**src/rtl/noc_tg_pkg.sv**
```systemverilog
// Shared definitions for the NoC traffic generator: traffic pattern
// encodings, generator FSM states, flit width helper and the LFSR step.
package noc_tg_pkg;

    localparam int PAT_RANDOM     = 0;
    localparam int PAT_COMPLEMENT = 1;
    localparam int PAT_REVERSE    = 2;
    localparam int PAT_ROTATION   = 3;
    localparam int PAT_TRANSPOSE  = 4;
    localparam int PAT_TORNADO    = 5;
    localparam int PAT_NEIGHBOUR  = 6;

    localparam int LFSR_W = 16;

    typedef enum logic [1:0] {
        ST_IDLE,
        ST_OFFER,
        ST_GAP,
        ST_DONE
    } tg_state_e;

    // Flit layout: {valid, tail, dest, vc, timestamp}
    function automatic int flit_w(input int addr_w, input int data_w);
        return 3 + addr_w + data_w;
    endfunction

    // 16-bit Fibonacci LFSR, taps 16,14,13,11
    function automatic logic [LFSR_W-1:0] lfsr16_next(input logic [LFSR_W-1:0] s);
        return {s[14:0], s[15] ^ s[13] ^ s[12] ^ s[10]};
    endfunction

endpackage

```
**src/rtl/pe_dest_gen.sv**
```systemverilog
// Destination generator: fixed permutation patterns resolve to a constant;
// RANDOM uses an LFSR that advances once per accepted flit. dest_nxt is the
// destination that applies after the pending advance, so a back-to-back flit
// captured on the accept edge already sees the new value.
module pe_dest_gen
    import noc_tg_pkg::*;
#(
    parameter int ADDRESS = 0,
    parameter int ADDR_W  = 4,
    parameter int NUM_PE  = 16,
    parameter int PATTERN = 2
) (
    input  logic              clk,
    input  logic              rst,
    input  logic              advance,
    output logic [ADDR_W-1:0] dest,
    output logic [ADDR_W-1:0] dest_nxt
);

    function automatic logic [ADDR_W-1:0] fixed_dest();
        logic [ADDR_W-1:0] a;
        logic [ADDR_W-1:0] d;
        a = ADDR_W'(ADDRESS);
        d = '0;
        case (PATTERN)
            PAT_COMPLEMENT: d = ~a;
            PAT_REVERSE:
                for (int unsigned j = 0; j < ADDR_W; j++) d[j] = a[ADDR_W-1-j];
            PAT_ROTATION:
                for (int unsigned j = 0; j < ADDR_W; j++) d[j] = a[(j+1) % ADDR_W];
            PAT_TRANSPOSE:
                for (int unsigned j = 0; j < ADDR_W; j++) d[j] = a[(j+ADDR_W/2) % ADDR_W];
            PAT_TORNADO:   d = ADDR_W'((ADDRESS + (NUM_PE + 1) / 2) % NUM_PE);
            PAT_NEIGHBOUR: d = ADDR_W'((ADDRESS + 1) % NUM_PE);
            default:       d = '0;
        endcase
        return d;
    endfunction

    generate
        if (PATTERN == PAT_RANDOM) begin : g_random
            logic [LFSR_W-1:0] lfsr;
            logic [LFSR_W-1:0] lfsr_adv;

            assign lfsr_adv = lfsr16_next(lfsr);

            // LFSR state, reseeded on reset, stepped once per accept
            always_ff @(posedge clk or negedge rst) begin
                if (!rst)
                    lfsr <= LFSR_W'(ADDRESS + 1);
                else if (advance)
                    lfsr <= lfsr_adv;
            end

            assign dest     = ADDR_W'(32'(lfsr) % 32'(NUM_PE));
            assign dest_nxt = ADDR_W'(32'(lfsr_adv) % 32'(NUM_PE));
        end else begin : g_fixed
            localparam logic [ADDR_W-1:0] FIXED_DEST = fixed_dest();
            logic fixed_unused;

            assign dest         = FIXED_DEST;
            assign dest_nxt     = FIXED_DEST;
            assign fixed_unused = clk ^ rst ^ advance;
        end
    endgenerate

endmodule

```
**src/rtl/pe_traffic_gen.sv**
```systemverilog
// Processing-element traffic generator: injects PKT_LIMIT single-flit
// packets towards a pattern-selected destination, counts received flits
// and (with PE_LATENCY_STATS_EN defined) accumulates receive latency.
module pe_traffic_gen
    import noc_tg_pkg::*;
#(
    parameter int          ADDRESS   = 0,
    parameter int          ADDR_W    = 4,
    parameter int          NUM_PE    = 16,
    parameter int          DATA_W    = 32,
    parameter int unsigned PKT_LIMIT = 20,
    parameter int          PATTERN   = 2,
    parameter int          INJ_GAP   = 0,
    localparam int         FLIT_W    = flit_w(ADDR_W, DATA_W)
) (
    input  logic              clk,
    input  logic              rst,
    input  logic              start,
    input  logic [FLIT_W-1:0] i_data,
    input  logic              i_data_valid,
    output logic              o_data_ready,
    output logic [FLIT_W-1:0] o_data,
    output logic              o_data_valid,
    input  logic              i_data_ready,
    output logic [31:0]       tx_count,
    output logic [31:0]       rx_count,
    output logic [DATA_W-1:0] lat_max,
    output logic [47:0]       lat_sum,
    output logic              done
);

    localparam logic [31:0] GAP_LOAD = (INJ_GAP > 0) ? 32'(INJ_GAP - 1) : '0;
    localparam logic [31:0] LAST_TX  = 32'(PKT_LIMIT - 1);

    tg_state_e         state;
    tg_state_e         state_nxt;
    logic [DATA_W-1:0] cyc_cnt;
    logic [31:0]       gap_cnt;
    logic              accept;
    logic              load_flit;
    logic              adv_capture;
    logic              load_gap;
    logic [ADDR_W-1:0] dest;
    logic [ADDR_W-1:0] dest_nxt;

    assign accept       = (state == ST_OFFER) && i_data_ready;
    assign o_data_valid = (state == ST_OFFER);
    assign done         = (state == ST_DONE);
    assign o_data_ready = 1'b1;

    pe_dest_gen #(
        .ADDRESS (ADDRESS),
        .ADDR_W  (ADDR_W),
        .NUM_PE  (NUM_PE),
        .PATTERN (PATTERN)
    ) u_dest_gen (
        .clk      (clk),
        .rst      (rst),
        .advance  (accept),
        .dest     (dest),
        .dest_nxt (dest_nxt)
    );

    // Free-running timestamp counter
    always_ff @(posedge clk or negedge rst) begin
        if (!rst)
            cyc_cnt <= '0;
        else
            cyc_cnt <= cyc_cnt + 1'b1;
    end

    // FSM state register
    always_ff @(posedge clk or negedge rst) begin
        if (!rst)
            state <= ST_IDLE;
        else
            state <= state_nxt;
    end

    // Next state; start only gates the boundary between flits
    always_comb begin
        state_nxt   = state;
        load_flit   = 1'b0;
        adv_capture = 1'b0;
        load_gap    = 1'b0;
        unique case (state)
            ST_IDLE: begin
                if (start) begin
                    state_nxt = ST_OFFER;
                    load_flit = 1'b1;
                end
            end
            ST_OFFER: begin
                if (accept) begin
                    if (tx_count == LAST_TX) begin
                        state_nxt = ST_DONE;
                    end else if (!start) begin
                        state_nxt = ST_IDLE;
                    end else if (INJ_GAP == 0) begin
                        state_nxt   = ST_OFFER;
                        load_flit   = 1'b1;
                        adv_capture = 1'b1;
                    end else begin
                        state_nxt = ST_GAP;
                        load_gap  = 1'b1;
                    end
                end
            end
            ST_GAP: begin
                if (gap_cnt == '0) begin
                    if (start) begin
                        state_nxt = ST_OFFER;
                        load_flit = 1'b1;
                    end else begin
                        state_nxt = ST_IDLE;
                    end
                end
            end
            ST_DONE: state_nxt = ST_DONE;
            default: state_nxt = ST_IDLE;
        endcase
    end

    // Outgoing flit register, gap timer and transmit count
    always_ff @(posedge clk or negedge rst) begin
        if (!rst) begin
            o_data   <= '0;
            gap_cnt  <= '0;
            tx_count <= '0;
        end else begin
            if (load_flit)
                o_data <= {1'b1, 1'b1, (adv_capture ? dest_nxt : dest), 1'b0, cyc_cnt};
            if (load_gap)
                gap_cnt <= GAP_LOAD;
            else if ((state == ST_GAP) && (gap_cnt != '0))
                gap_cnt <= gap_cnt - 1'b1;
            if (accept)
                tx_count <= tx_count + 1'b1;
        end
    end

    // Receive flit count
    always_ff @(posedge clk or negedge rst) begin
        if (!rst)
            rx_count <= '0;
        else if (i_data_valid)
            rx_count <= rx_count + 1'b1;
    end

`ifdef PE_LATENCY_STATS_EN
    logic [DATA_W-1:0] latency;
    logic [48:0]       sum_ext;
    logic              rx_hdr_unused;

    assign latency       = cyc_cnt - i_data[DATA_W-1:0];
    assign sum_ext       = {1'b0, lat_sum} + 49'(latency);
    assign rx_hdr_unused = ^i_data[FLIT_W-1:DATA_W];

    // Latency statistics: saturating sum and running maximum
    always_ff @(posedge clk or negedge rst) begin
        if (!rst) begin
            lat_sum <= '0;
            lat_max <= '0;
        end else if (i_data_valid) begin
            lat_sum <= sum_ext[48] ? '1 : sum_ext[47:0];
            if (latency > lat_max)
                lat_max <= latency;
        end
    end
`else
    logic rx_data_unused;

    assign lat_sum        = '0;
    assign lat_max        = '0;
    assign rx_data_unused = ^i_data;
`endif

endmodule

```
**config.mk**
```make
export PLATFORM = sky130hd
export DESIGN_NAME = pe_traffic_gen
export DESIGN_NICKNAME = d
export VERILOG_FILES = /design/src/rtl/noc_tg_pkg.sv /design/src/rtl/pe_dest_gen.sv /design/src/rtl/pe_traffic_gen.sv
export SDC_FILE = /design/constraint.sdc
export NUM_CORES = 1
export LEC_CHECK = 0
export BUFFER_PORTS_ARGS = -buffer_cell sky130_fd_sc_hd__buf_2
export CAP_MARGIN = 5
export CELL_PAD_IN_SITES_DETAIL_PLACEMENT = 0
export CELL_PAD_IN_SITES_GLOBAL_PLACEMENT = 1
export CORE_MARGIN = 2
export CORE_UTILIZATION = 25
export CTS_BUF_LIST = sky130_fd_sc_hd__clkbuf_4
export DETAILED_ROUTE_END_ITERATION = 16
export PLACE_DENSITY = 0.61
export SLEW_MARGIN = 15
export SYNTH_ARGS = -nofsm -noshare
export SYNTH_HDL_FRONTEND = slang
export SYNTH_SLANG_ARGS = --single-unit
```
**constraint.sdc**
```tcl
create_clock -name clk -period 3.3 [get_ports clk]
set_input_delay 0.165 -clock clk [delete_from_list [all_inputs] [get_ports clk]]
set_output_delay 0.165 -clock clk [all_outputs]
set_load 0.01 [all_outputs]
```
# Yosys cells after proc, flatten, opt, wreduce, memory -nomap -nowiden

Cells that the tools add are included.
W data, S select, Z words.

Flip-flop bits (word level): 163

Reduce and logical (&&, ||, !) cells: 6
Mux-type cells: 11
Equal/unequal tests: 7
$add $sub $neg: 4

Operators by type and width:

| operator                | count |
|---|---|
| $add A32 B1 Y32 const B | 3 |
| $eq A32 B5 Y1 const B   | 1 |
| $logic_not A32 Y1       | 1 |
| $reduce_bool A32 Y1     | 1 |
| $sub A32 B1 Y32 const B | 1 |
| $mux W2                 | 4 |
| $pmux W2 S4             | 1 |
| $mux W1                 | 5 |
| $eq A2 B2 Y1 const B    | 2 |
| $ne A2 B2 Y1 const B    | 2 |
| $pmux W1 S3             | 1 |
| $reduce_and A3 Y1       | 1 |
| $eq A2 B1 Y1 const B    | 1 |
| $logic_and A1 B1 Y1     | 2 |
| $logic_not A2 Y1        | 1 |
| $ne A2 B1 Y1 const B    | 1 |

# Longest topological paths before layout

Depth in word-level cells: 4
Mapped depth: 8
Gate-level depth less buffers: 7

# Modules after synthesis

From an unflattened synthesis, not the netlist that was laid out.

Cells, all modules: 706
Area, all modules: 8154.1 sq um

By module, submodules not included:

| module         | area each (sq um) | instances | seq. area each (sq um) | cells an instance |
|---|---|---|---|---|
| pe_traffic_gen | 8090.3            | 1         | 4179.0                 | 697 |
| pe_dest_gen    | 63.8              | 1         | 0.0                    | 9 |

# Worst setup path before layout

Ideal clock, no wire load.

Path type: register -> register
Start: reg gap_cnt[5]
End: reg o_data[10]
Path slack: 0.453 ns
Required time: 3.175 ns
Cell stages (with the launch flop): 9
Data arrival time: 2.722 ns
Period minus slack after synthesis: 2.847 ns
Setup time: 0.125 ns
Cell sequence: dfrtp_1 -> or4_4 -> buf_6 -> or3_1 -> buf_2 -> or3_4 -> a22oi_4 -> buf_12 -> mux2_4

Word-level cells in the longest chain between the ends: 3

Ends and longest elaborated chain:

| what                     | line                  | text |
|---|---|---|
| start: declaration       | pe_traffic_gen.sv:38  | `logic [31:0] gap_cnt;` |
| start signal: assignment | pe_traffic_gen.sv:136 | `gap_cnt <= gap_cnt - 1'b1;` |
| $logic_not A32 Y1        | pe_traffic_gen.sv:110 | `if (gap_cnt == '0) begin` |
| $mux W1                  | pe_traffic_gen.sv:110 |  |
| $pmux W1 S3              | pe_traffic_gen.sv:86  | `unique case (state)` |
| end signal: assignment   | pe_traffic_gen.sv:132 | `o_data <= {1'b1, 1'b1, (adv_capture ? dest_nxt : dest), 1'b0, cyc_cnt};` |
| end: declaration         | pe_traffic_gen.sv:22  | `output logic [FLIT_W-1:0] o_data,` |

Every way passes these cells.
A chain may end at the register's enable or synchronous reset.

# Worst setup path after layout

Start: reg gap_cnt[18]
End: reg o_data[13]

The elaborated chain is that of the path after synthesis.

==> impl_metrics.ini <==
[placed_design]
pre_cts_slack_ns = 0.239
placed_cells = 1195
dp_hpwl_um = 11600
routabilityCongestion = 0.708
io_buffers = 104

[worst_setup_path]
cp_slowest_cell = or4_1
crit_path_max_fanout = 14
critPathMostFrequentCell = or4_1
cp.arrival_ns = 3.51
critPathLaunchType = register
crit_type = reg -> reg
cp.required_ns = 3.74
crit_path_cell_trace = or4_1, or4_1, or3_4, a22oi_4, buf_12, mux2_4
endpoint_kind = register
cpPeakStageDelay_ns = 0.62

[synthesis]
syn_area_per_cell_um2 = 11.4
yosysSeqAreaShare_pct = 51.5
async_flop_share_pct = 100
synth_top_area_share_pct = 51.5
synth_edf_count = 0
synthFlopType = dfrtp_1
synth_area_leaders = dfrtp_1, buf_4, xnor2_1
synthCells = 693
ys_warn_count = 0
synth_top_area_cell = dfrtp_1
ys_seq_elements = 163
syn-cell-area_um2 = 7920
synth_top_cells_by_count = dfrtp_1, buf_4, xnor2_1
synth_cell_types = 42
yosysMostFrequentCell = dfrtp_1

[floorplan]
rows = 65
die_w_um = 182
io_pins = 230
die_area_um2 = 33100
die_y_um = 182
core_um2 = 31400
start_util_pct = 25.2

[global_routing]
grt_max_degree = 85
antenna_found_initial = 1
overflow = 0
grt_pass1_vias = 4742
grt_first_pass_wirelength_um = 26500
grt_usage_pct = 10.0

[finish]
area_growth_pct = 13.4
drive_above_1_share_pct = 22.6
nNetsFinal = 865
fin_cells = 1231

[timing]
worst_slew_pin_slew_ns = 0.827
finClkSkew_ns = 0.0381
fmax_mhz = 326
min_period_ns = 3.07
post-route-period-util_pct = 93.1
maxSlewHeadroom_pct = 44.8
rsz0062_at_grt = false
tns_ns = 0
finalHoldViolCount = 0
maxSlewViolCount = 0
fin_ws_ns = 0.228
setup_viol = 0

[clock_network]
cts-buffers-inserted = 17
post_cts_resized = 0
cts_tree = done
htreeDepth = 4
clock_path_buffers = 2
path_clk_slew_ns = 0.17
clock-root-buffer = clkbuf_4
clkSinkCount = 163
clkLatencyLatePin_ns = 0.55

[routing]
ant_nets = 0
via_per_inst = 4.12
drc = 0
firstDrtPassIters = 4
routed_wl_um = 16200
vias = 5070
drtIter0Drc = 233
wl_per_cell_um = 13.1

[outcome]
status = complete, no violations

[min_path]
min_path_type = in -> async

[pwr]
p_leak_uw = 0.00457
ir_worst_vdd_mv = 0.179
power_density_nw_per_um2 = 439

[flow_run]
drv_cap = 0
worst max-delay path: cells and delay by family (launching register included):
family | cells | cell delay [ns]
and+or+nand+nor | 3 | 1.53
AOI/OAI and AO/OA | 1 | 0.47
muxes | 1 | 0.31
DFF | 1 | 0.42
buffers and inverters | 1 | 0.23
layout by cell type, fill, tap and decap left out, types with 4 or more instances in the layout:
cell type / synthesis / routed
dfrtp_1: 163 / 163
buf_2: 1 / 103
conb_1: 2 / 86
xnor2_1: 70 / 70
xor2_1: 51 / 51
nand2_1: 45 / 45
nor2_1: 43 / 43
nand4_1: 33 / 33
nand3_1: 30 / 30
mux2_4: 29 / 29
nor3_1: 24 / 24
nor4_1: 18 / 18
clkbuf_4: 0 / 17
and4_1: 13 / 13
inv_1: 11 / 11
and3_1: 9 / 9
buf_4: 87 / 8
nand2b_1: 7 / 7
inv_6: 0 / 6
mux2_2: 5 / 5
or4_1: 5 / 5
ha_1: 5 / 5
nor4b_1: 4 / 4
dlygate4sd3_1: 0 / 4
buf_12: 3 / 4
state kept, by name, summed over array words and instances, names as in the netlist:
| register | count |
|---|---|
| cyc_cnt | 32 |
| gap_cnt | 32 |
| o_data | 33 |
| rx_count | 32 |
| state | 2 |
| tx_count | 32 |
area by class of cell:
class	instances	area, um^2
Tap cell	402	503
Multi-Input combinational cell	503	3360
Fill cell	3273	22400
Inverter	11	41.3
Antenna cell	1	2.50
Clock inverter	14	165
Timing Repair Buffer	120	707
Sequential cell	163	4080
Clock buffer	17	128
power breakdown:
group / leakage (uW) / switching [uW] / internal, uW / total (uW)
logic: 0.00223 / 264 / 196 / 460
registers: 0.00219 / 129 / 2090 / 2220
clock network: 0.000154 / 790 / 473 / 1260
total: 0.00457 / 1180 / 2760 / 3940
metrics by stage:
step                util [%]  total power, uW  cell area (um^2)  hold slack [ns]
floorplan                  -             2580              8240           -0.131
detailed placement      27.5             2720              8650            0.277
finish                  28.6             3940              8980            0.193
CTS                     28.6             4030              8980            0.192
global placement        27.5             2720              8650            0.287
global route            28.6             4180              8980            0.213
per-layer routing:
layer | track usage, % | vias to the layer above | part of all wire (%)
met1 | 13.8 | 2494 | 49
met4 | 2.90 | 0 | 1.0
li1 | - | 2455 | -
met2 | 15.6 | 111 | 46
met3 | 2.55 | 10 | 4.4
met5 | 0 | - | 0
what timing repair did:
action                                 CTS  global route
setup endpoints to repair                0             0
endpoints found under the hold margin   89             0
hold buffers                             4             0
buffers inserted                         0             0
cell families after synthesis:
| logic type | synth area share [%] |
|---|---|
| xor gates and xnor gates | 13.4 |
| DFF | 51.5 |
| buffers and inverters | 10.1 |
| muxes | 6.21 |
| adders and majority gates | 0.790 |
| AOI/OAI and AO/OA | 1.28 |
| other | 0.0948 |
| and+or+nand+nor | 16.6 |
worst paths after layout:
check                                    end  depth (start not counted)  slack, ns    startpoint
worst max-delay path              o_data[13]                          6       0.23   gap_cnt[18]
worst min register to register  rx_count[31]                          1       0.47  rx_count[31]
max in group asynchronous       rx_count[28]                          3       2.22           rst
worst max register to register    o_data[13]                          6       0.23   gap_cnt[18]
worst min-delay path              o_data[28]                          2       0.19           rst
min in group clk                 rx_count[0]                          3       0.40  i_data_valid
Power figures use the tool's default switching activity.
